--- config.mk ---
export PLATFORM = sky130hd
export DESIGN_NAME = uart_tx_configurable
export DESIGN_NICKNAME = d
export VERILOG_FILES = /design/src/rtl/uart_pkg.sv /design/src/rtl/uart_tx_fifo.sv /design/src/rtl/uart_tx_configurable.sv
export SDC_FILE = /design/constraint.sdc
export NUM_CORES = 1
export LEC_CHECK = 0
export BUFFER_PORTS_ARGS = -buffer_cell sky130_fd_sc_hd__buf_2
export CORE_ASPECT_RATIO = 1.5
export CORE_MARGIN = 2
export CORE_UTILIZATION = 55
export DETAILED_ROUTE_END_ITERATION = 6
export PLACE_DENSITY = 0.82
export SLEW_MARGIN = 20
export SYNTH_ARGS = -nofsm -noshare
export SYNTH_HDL_FRONTEND = slang
export SYNTH_SLANG_ARGS = --single-unit
--- constraint.sdc ---
create_clock -name clk -period 10.9 [get_ports clk]
set_input_delay 2.18 -clock clk [delete_from_list [all_inputs] [get_ports clk]]
set_output_delay 2.18 -clock clk [all_outputs]
set_load 0.1 [all_outputs]
--- src/rtl/uart_pkg.sv ---
// uart_pkg: shared types for the configurable UART transmitter.
//   parity_t     - parity mode selected by the transmitter's PARITY parameter
//   tx_state_t   - serialiser state; also driven on the state_dbg port
//   calc_parity  - parity bit for a (pre-masked) data byte in a given mode
package uart_pkg;

  typedef enum logic [1:0] {
    PARITY_NONE = 2'd0,
    PARITY_EVEN = 2'd1,
    PARITY_ODD  = 2'd2
  } parity_t;

  // TX_ prefix keeps the state literals clear of the PARITY parameter name.
  typedef enum logic [2:0] {
    TX_IDLE   = 3'd0,
    TX_START  = 3'd1,
    TX_DATA   = 3'd2,
    TX_PARITY = 3'd3,
    TX_STOP   = 3'd4
  } tx_state_t;

  // Even parity is the XOR of the transmitted data bits; odd is its inverse.
  // Callers mask off unsent bits first so they do not disturb the result.
  function automatic logic calc_parity(input logic [7:0] bits, input parity_t mode);
    return (mode == PARITY_ODD) ? ~(^bits) : (^bits);
  endfunction

endpackage

--- src/rtl/uart_tx_fifo.sv ---
// uart_tx_fifo: small synchronous FIFO buffering bytes for the transmitter.
// First-word fall-through: dout always shows the oldest entry while !empty.
//   clk, reset  - clock, synchronous active-high reset (empties the FIFO)
//   push, din   - write din when push=1 and the FIFO is not full
//   pop         - drop the oldest entry when pop=1 and the FIFO is not empty
//   dout        - oldest entry
//   full, empty - decoded from the registered occupancy count only, so a
//                 pop in the same cycle never makes room for a push while full
module uart_tx_fifo #(
  parameter int WIDTH = 8,
  parameter int DEPTH = 4
) (
  input  logic             clk,
  input  logic             reset,
  input  logic             push,
  input  logic [WIDTH-1:0] din,
  input  logic             pop,
  output logic [WIDTH-1:0] dout,
  output logic             full,
  output logic             empty
);

  localparam int PTR_W = $clog2(DEPTH);
  localparam int CNT_W = PTR_W + 1;

  logic [WIDTH-1:0] mem [DEPTH];
  logic [PTR_W-1:0] wr_ptr;
  logic [PTR_W-1:0] rd_ptr;
  logic [CNT_W-1:0] count;
  logic             do_push;
  logic             do_pop;

  assign full    = (count == CNT_W'(DEPTH));
  assign empty   = (count == '0);
  assign do_push = push && !full;
  assign do_pop  = pop && !empty;
  assign dout    = mem[rd_ptr];

  // DEPTH is a power of two, so plain pointer overflow wraps modulo DEPTH.
  always_ff @(posedge clk) begin
    if (reset) begin
      wr_ptr <= '0;
      rd_ptr <= '0;
      count  <= '0;
    end else begin
      if (do_push) begin
        mem[wr_ptr] <= din;
        wr_ptr      <= wr_ptr + 1'b1;
      end
      if (do_pop) begin
        rd_ptr <= rd_ptr + 1'b1;
      end
      // Simultaneous push and pop leaves the occupancy unchanged.
      case ({do_push, do_pop})
        2'b10:   count <= count + 1'b1;
        2'b01:   count <= count - 1'b1;
        default: count <= count;
      endcase
    end
  end

endmodule

--- src/rtl/uart_tx_configurable.sv ---
// uart_tx_configurable: buffered UART transmitter with configurable framing.
// Frame: start(0), DATA_BITS data bits LSB first, optional parity bit,
// STOP_BITS stop bits(1). Every bit lasts TRANS_INTERVAL clock cycles.
//   clk, reset - clock, synchronous active-high reset (aborts the frame and
//                discards buffered bytes)
//   uart_tx    - serial line, idle high, registered
//   data, ok   - push interface: ok is a single-cycle strobe; the byte is
//                accepted at a rising edge where ok=1 and busy=0; with
//                busy=1 it is dropped silently; there is no back-pressure
//                beyond busy
//   busy       - FIFO full
//   idle       - FIFO empty and no frame in progress
//   state_dbg  - current serialiser state (tx_state_t encoding)
module uart_tx_configurable
  import uart_pkg::*;
#(
  parameter int      TRANS_INTERVAL = 10000,
  parameter int      DATA_BITS      = 8,
  parameter parity_t PARITY         = PARITY_NONE,
  parameter int      STOP_BITS      = 1,
  parameter int      FIFO_DEPTH     = 4
) (
  input  logic       clk,
  input  logic       reset,
  output logic       uart_tx,
  input  logic [7:0] data,
  input  logic       ok,
  output logic       busy,
  output logic       idle,
  output logic [2:0] state_dbg
);

  localparam int               BIT_W     = $clog2(DATA_BITS);
  localparam logic [BIT_W-1:0] LAST_BIT  = BIT_W'(DATA_BITS - 1);
  localparam logic [7:0]       DATA_MASK = 8'((1 << DATA_BITS) - 1);
  localparam logic [31:0]      INTERVAL  = 32'(TRANS_INTERVAL);

  tx_state_t        state;
  logic [BIT_W-1:0] bit_cnt;
  logic [31:0]      int_cnt;
  logic [7:0]       shreg;
  logic             par_bit;
  logic             stop_cnt;

  logic [7:0] fifo_dout;
  logic       fifo_full;
  logic       fifo_empty;
  logic       fifo_pop;
  logic       bit_done;
  logic       stop_done;
  logic [7:0] masked_dout;

  uart_tx_fifo #(
    .WIDTH (8),
    .DEPTH (FIFO_DEPTH)
  ) u_fifo (
    .clk   (clk),
    .reset (reset),
    .push  (ok),
    .din   (data),
    .pop   (fifo_pop),
    .dout  (fifo_dout),
    .full  (fifo_full),
    .empty (fifo_empty)
  );

  // Last cycle of the current bit cell.
  assign bit_done    = !((int_cnt + 32'd1) < INTERVAL);
  assign stop_done   = !(({1'b0, stop_cnt} + 2'd1) < 2'(STOP_BITS));
  assign masked_dout = fifo_dout & DATA_MASK;

  // Pop when idle, or at the very end of the last stop bit so the next
  // start bit follows without a gap.
  assign fifo_pop = !fifo_empty &&
                    ((state == TX_IDLE) ||
                     (state == TX_STOP && bit_done && stop_done));

  assign busy      = fifo_full;
  assign idle      = (state == TX_IDLE) && fifo_empty;
  assign state_dbg = state;

  always_ff @(posedge clk) begin
    if (reset) begin
      state    <= TX_IDLE;
      uart_tx  <= 1'b1;
      bit_cnt  <= '0;
      int_cnt  <= '0;
      shreg    <= '0;
      par_bit  <= 1'b0;
      stop_cnt <= 1'b0;
    end else begin
      case (state)
        TX_IDLE: begin
          int_cnt <= '0;
          if (fifo_pop) begin
            shreg    <= masked_dout;
            par_bit  <= calc_parity(masked_dout, PARITY);
            bit_cnt  <= '0;
            stop_cnt <= 1'b0;
            uart_tx  <= 1'b0;
            state    <= TX_START;
          end
        end

        TX_START: begin
          if (bit_done) begin
            int_cnt <= '0;
            bit_cnt <= '0;
            uart_tx <= shreg[0];
            shreg   <= shreg >> 1;
            state   <= TX_DATA;
          end else begin
            int_cnt <= int_cnt + 32'd1;
          end
        end

        TX_DATA: begin
          if (bit_done) begin
            int_cnt <= '0;
            if (bit_cnt == LAST_BIT) begin
              if (PARITY != PARITY_NONE) begin
                uart_tx <= par_bit;
                state   <= TX_PARITY;
              end else begin
                uart_tx  <= 1'b1;
                stop_cnt <= 1'b0;
                state    <= TX_STOP;
              end
            end else begin
              bit_cnt <= bit_cnt + 1'b1;
              uart_tx <= shreg[0];
              shreg   <= shreg >> 1;
            end
          end else begin
            int_cnt <= int_cnt + 32'd1;
          end
        end

        TX_PARITY: begin
          if (bit_done) begin
            int_cnt  <= '0;
            uart_tx  <= 1'b1;
            stop_cnt <= 1'b0;
            state    <= TX_STOP;
          end else begin
            int_cnt <= int_cnt + 32'd1;
          end
        end

        TX_STOP: begin
          if (bit_done) begin
            int_cnt <= '0;
            if (!stop_done) begin
              stop_cnt <= 1'b1;
            end else if (fifo_pop) begin
              shreg    <= masked_dout;
              par_bit  <= calc_parity(masked_dout, PARITY);
              bit_cnt  <= '0;
              stop_cnt <= 1'b0;
              uart_tx  <= 1'b0;
              state    <= TX_START;
            end else begin
              uart_tx <= 1'b1;
              state   <= TX_IDLE;
            end
          end else begin
            int_cnt <= int_cnt + 32'd1;
          end
        end

        default: begin
          uart_tx <= 1'b1;
          int_cnt <= '0;
          state   <= TX_IDLE;
        end
      endcase
    end
  end

endmodule

# Word level (Yosys, flattened, before mapping)
# Memories as Yosys holds them, arrays and structs flattened. A register that Yosys moved wholly into a read port is not among the register bits.
# Cells that the tools add are included.
# totals
register_bits,55
ramBits,32
input_bits,11
output_inout_bits,6
wordCells,104
memories,1
# mem_list
memory,depth,width,rd,rd_clocked_by_memory_dff,wr,line_no,source
u_fifo.mem,4,8,1,1,1,uart_tx_fifo.sv:26,logic [WIDTH-1:0] mem [DEPTH];
# op_classes
add_sub_neg,7
magnitude_cmp,2
n_eq_ne,16
mux,45
bitwise,2
n_reduce_logical,22
# op_table
op,count
2-to-1 mux 8 bit,6
2-to-1 mux 3 bit,13
adder 32 x 1 -> 32 bit (second input constant),1
< comparator 32 x 14 -> 1 bit (second input constant),1
case mux 8 bit (4 select lines),1
2-to-1 mux 1 bit,18
case mux 3 bit (5 select lines),1
inequality test 2 bit (second input constant),7
case mux 3 bit (4 select lines),1
AND reduction 6 bit,2
equality test 3 bit (second input constant),3
nonzero test 4 bit,2
AND reduction 7 bit,1
adder 3 x 1 -> 3 bit (second input constant),2
equality test 3 x 2 -> 1 bit (second input constant),2
logical AND 1 bit,6
zero test 3 bit,2
case mux 3 bit (2 select lines),1
case mux 1 bit (5 select lines),1
AND reduction 5 bit,1
adder 2 x 1 -> 2 bit (second input constant),2
zero test 1 bit,4
2-to-1 mux 2 bit,2
case mux 1 bit (4 select lines),1
other kinds (12),13

# Longest topological paths before layout
# depth
word_depth,11
mapped_depth,15
depth_no_buf,14

# Cells and area by module
# From an unflattened synthesis, not the netlist that was laid out.
# hier_totals
hier_cells,352
hier_area_um2,4000.1
# modules_own_cells
module,instances,cells_each,area_per_inst_um2
uart_tx_configurable,1,256,2363.5
uart_tx_fifo,1,96,1636.6

# Least setup slack after synthesis
# No wires, ideal clock.
# synth_path
kind,register to output
start,"register state[0], in the netlist state_dbg[0]"
end,output idle
arrival_time_ns,2.466
setup_slack_ns,6.254
path_stages_with_launch,4
cell_sequence,dfxtp_1 nor2_1 nand2_1 nor2_1
# synth_between
elab_chain_len,2
# synth_lines
element,line_no,source
start: declaration,uart_tx_configurable.sv:38,tx_state_t state;
start signal: assignment,uart_tx_configurable.sv:84,state <= TX_IDLE;
start signal: assignment,uart_tx_configurable.sv:101,state <= TX_START;
start signal: assignment,uart_tx_configurable.sv:111,state <= TX_DATA;
zero test 3 bit,uart_tx_configurable.sv:79,assign idle = (state == TX_IDLE) && fifo_empty;
logical AND 1 bit,uart_tx_configurable.sv:79,
end: declaration,uart_tx_configurable.sv:29,"output logic idle,"
# Every way passes these cells.

# Worst setup path after layout
# layout_path
start,register int_cnt[0]
end,register u_fifo.count[2]
# layout_between
elab_chain_len,10
# layout_lines
element,line_no,source
start: declaration,uart_tx_configurable.sv:40,logic [31:0] int_cnt;
start signal: assignment,uart_tx_configurable.sv:113,int_cnt <= int_cnt + 32'd1;
start signal: assignment,uart_tx_configurable.sv:135,int_cnt <= int_cnt + 32'd1;
start signal: assignment,uart_tx_configurable.sv:146,int_cnt <= int_cnt + 32'd1;
adder 32 x 1 -> 32 bit *,uart_tx_configurable.sv:68,assign bit_done = !((int_cnt + 32'd1) < INTERVAL);
< comparator 32 x 14 -> 1 bit *,uart_tx_configurable.sv:68,
zero test 1 bit *,uart_tx_configurable.sv:68,
logical AND 1 bit * (2 in a row),uart_tx_configurable.sv:76,(state == TX_STOP && bit_done && stop_done));
logical OR 1 bit *,uart_tx_configurable.sv:75,((state == TX_IDLE) ||
logical AND 1 bit *,uart_tx_configurable.sv:74,assign fifo_pop = !fifo_empty &&
logical AND 1 bit *,uart_tx_fifo.sv:36,assign do_pop = pop && !empty;
equality test 2 x 1 -> 1 bit or equality test 2 bit (tied branches),uart_tx_fifo.sv:54,"case ({do_push, do_pop})"
case mux 3 bit (2 select lines) or nonzero test 2 bit (tied branches),--,
end signal: assignment,uart_tx_fifo.sv:55,2'b10: count <= count + 1'b1;
end signal: assignment,uart_tx_fifo.sv:56,2'b01: count <= count - 1'b1;
end signal: assignment,uart_tx_fifo.sv:57,default: count <= count;
end: declaration,uart_tx_fifo.sv:29,logic [CNT_W-1:0] count;
# Mark *: on every way between the ends. The rest lies on a longest branch, timed or not.
# A chain may end at the register's enable or synchronous reset.

==> flow_summary_export.csv <==
group,metric,value,unit
die,core,0.00751,mm2
logic_synthesis,synth_edf_count,32,
clock_tree,postCtsSetupRepairBufs,0,
clock_tree,clk_pin_slew,70,ps
logic_synthesis,syn_area,0.00420,mm2
logic_synthesis,postSynth.topFlopCell,"dfxtp_1",
sta,skew,6.79,ps
routing,wire_per_inst,15.1,um
die,dieArea,0.00836,mm2
global_route,antenna_found_initial,0,
logic_synthesis,yosysTopAreaCell,"dfxtp_1",
final_layout,final_cells,507,
routing,avgViaCountPerCell,5.65,
worst_hold_path,hp-class,"register to register",
routing,drc,0,
setup_path,rr_worst_depth,14,
routing,drt_first_pass_iters,4,
logic_synthesis,synth_top_area_frac,0.267,
placed_design,gp_congestion,0.939,
final_layout,final_nets,420,
placed_design,dp_cells,491,
logic_synthesis,syn_inst,371,
pwr,peakVddDrop,0.179,mV
global_route,grt_pass1_wl,12800,um
global_route,grt_pass1_vias,2809,
logic_synthesis,synth.distinct_cells,67,
final_layout,final_core_util,0.619,
pwr,comb_power_share,0.314,
setup_path,cp.required,11160,ps
clock_tree,clkLatencyLatePin,340,ps
die,die_w,75.3,um
global_route,grt_usage,0.200,
routing,final_antenna_net_count,0,
logic_synthesis,synthTopCellsByArea,"dfxtp_1 (27%), edfxtp_1 (23%), mux4_2 (4.3%), nor2_1 (4.2%), mux2i_1 (3.1%)",
clock_tree,cts_resized,0,
final_layout,seq_area,0.00208,mm2
sta,hold_viol,0,
clock_tree,cts_buffer_depth,2,
sta,finalSetupTns,0,ps
clock_tree,cts_root_buffer,"clkbuf_16",
sta,slew_headroom,0.350,
placed_design,port_buffers,16,
die,ioPinCount,17,
logic_synthesis,yosysMostFrequentCell,"dfxtp_1",
sta,worstMarginPinSlew,975,ps
routing,wl,7640,um
die,initial_core_util,0.559,
outcome,status,"completed",
setup_path,crit_path_start_kind,"register",
setup_path,endpoint_kind,"register",
logic_synthesis,async_reset_ff_frac,0,
die,rows,39,
pwr,p_int,0.000689,W
worst_hold_path,hold_depth,2,
setup_path,r2r_setup_slack,6810,ps
pwr,clock_power_share,0.300,
pwr,p_sw_frac,0.349,
pwr,seqPwrFrac,0.387,
sta,clock.fmax,244,MHz
logic_synthesis,yosysSeqAreaShare,0.496,
setup_path,critical_path_class,"register to register",
logic_synthesis,yosys_warnings,0,
setup_path,crit_path_max_fanout,11,
final_layout,layout-drive-gt1-share,0.178,
sta,period_minus_slack,4090,ps
clock_tree,htree_num_levels,3,
clock_tree,cts_hold_buf,0,
sta,finalSetupViolCount,0,
clock_tree,clock_sinks,88,
routing,first_iter_violations,142,
pwr,leakagePower,1.70,nW
sta,drv_slew,0,
final_layout,diodes,0,
global_route,grt-ovfl-total,0,
die,fp.dieH,111,um
pwr,switching_power,0.000369,W
logic_synthesis,avgSynthCellArea,11.3,um2
placed_design,hpwl,5400,um
sta,finalCritPeriodShare,0.375,
sta,rsz0062_at_grt,"no",
clock_tree,cts_tree,"built",
final_layout,multiInputGateArea,0.00201,mm2
global_route,grt_start_max_net_pins,37,
run,drv_cap,0,
pwr,p_per_area,227,mW/mm2
logic_synthesis,postSynthRegisterBits,88,
clock_tree,numCtsBuffers,9,
routing,vias,2864,
final_layout,areaGrowthSynthToFinish,10.8,%
logic_synthesis,netlist_top_cells_count,"dfxtp_1 (56), nor2_1 (47), edfxtp_1 (32), nand2_1 (18), mux2i_1 (13)",
setup_path,worstPathArrival,4360,ps
final_layout,fill_cells,613,
-- worst max-delay path, stage by stage (launching register included) --
cell     delay (ps)
dfxtp_1         440
ha_1            420
nand4_1         190
nor4_1          550
nand4_1         170
a22o_1          250
or4_4           580
nor4_4          340
nor2_1           90
ha_1            220
inv_1            70
fa_1            170
xor2_1           70
or3_1           310
a21oi_1         150
-- path summary, 6_finish.rpt --
check | start | to
worst max-delay path | int_cnt[0]$_SDFF_PP0_ | u_fifo.count[2]$_SDFFE_PP0P_
worst min-delay path | bit_cnt[2]$_SDFFE_PP0P_ | bit_cnt[2]$_SDFFE_PP0P_
worst max register to register | int_cnt[0]$_SDFF_PP0_ | u_fifo.count[2]$_SDFFE_PP0P_
worst min register to register | bit_cnt[2]$_SDFFE_PP0P_ | bit_cnt[2]$_SDFFE_PP0P_
-- registers in the layout (all words and copies together) (netlist names), named ones only --
| signal | flops |
|---|---|
| bit_cnt | 3 |
| int_cnt | 32 |
| shreg | 8 |
| state_dbg | 3 |
| u_fifo.count | 3 |
| u_fifo.mem | 32 |
| u_fifo.rd_ptr | 2 |
| u_fifo.wr_ptr | 2 |
| uart_tx | 1 |
-- cell families after synthesis --
group	synth area share
multiplexers	0.103
buffers and inverters	0.0402
flip-flops	0.496
other	0.000893
adder cells (fa/ha/maj)	0.0286
AND/OR/NAND/NOR	0.221
XOR/XNOR	0.0417
AO/OA/AOI/OAI	0.0680
-- per-layer routing --
layer / vias up / wire length (um) / global-route usage
met1: 1373 / 2990 / 0.231
met4: 0 / 244 / 0.0865
met5: - / 0 / 0
met3: 24 / 332 / 0.0518
met2: 62 / 4060 / 0.336
li1: 1405 / - / -
-- area by class of cell --
| cell class | instances | area share |
|---|---|---|
| multi-input cells | 275 | 0.432 |
| well taps | 102 | 0.0274 |
| flip-flops and latches | 88 | 0.448 |
| clock buffers | 9 | 0.0484 |
| clock inverters | 7 | 0.0186 |
| inverters | 10 | 0.00807 |
| repair buffers | 16 | 0.0172 |
-- per-stage QoR --
stage               total power [W]  cell area [um2]  setup slack, ps  hold slack [ps]
finish                      0.00106             4650             6810              484
global route                0.00111             4650             6590              522
CTS                         0.00106             4650             6860              490
detailed placement         0.000746             4340             6890              479
global placement           0.000734             4340             7110              465
floorplan                  0.000707             4260             6250              451
-- layout by cell type (no fill, tap or decap), types with 3 or more instances in the layout --
| master | synthesis | layout |
|---|---|---|
| xor2_1 | 8 | 8 |
| and4_1 | 4 | 4 |
| and2b_2 | 3 | 3 |
| nand2_1 | 18 | 18 |
| dfxtp_1 | 56 | 56 |
| o21ai_0 | 6 | 6 |
| nor2_1 | 47 | 47 |
| nand3_1 | 10 | 10 |
| mux4_2 | 8 | 8 |
| or3_1 | 3 | 3 |
| nand2b_1 | 8 | 8 |
| mux2i_1 | 13 | 13 |
| clkbuf_16 | 0 | 9 |
| nand4_1 | 11 | 11 |
| inv_1 | 10 | 10 |
| a21oi_1 | 9 | 9 |
| o31ai_1 | 4 | 4 |
| conb_1 | 1 | 18 |
| buf_2 | 2 | 16 |
| and2_1 | 4 | 4 |
| and3_1 | 7 | 7 |
| edfxtp_1 | 32 | 32 |
| o21a_1 | 4 | 4 |
| mux2_2 | 3 | 3 |
| nor3_1 | 9 | 9 |
| nor4_1 | 5 | 5 |
| xnor2_1 | 12 | 12 |
| nor2b_1 | 5 | 5 |
| or3_2 | 4 | 4 |
| ha_1 | 8 | 8 |
| mux2_4 | 6 | 6 |
-- power groups by stage --
| stage | Combinational [W] | Clock (W) | Sequential (W) |
|---|---|---|---|
| 3_5_place_dp | 0.000331 | 0 | 0.000415 |
| 3_3_place_gp | 0.000321 | 0 | 0.000413 |
| 6_report | 0.000332 | 0.000317 | 0.000409 |
| 5_1_grt | 0.000357 | 0.000337 | 0.000414 |
| 2_1_floorplan | 0.000272 | 0 | 0.000436 |
| 4_1_cts | 0.000334 | 0.000321 | 0.000409 |
Note: power is estimated with default switching activity, not from simulation.
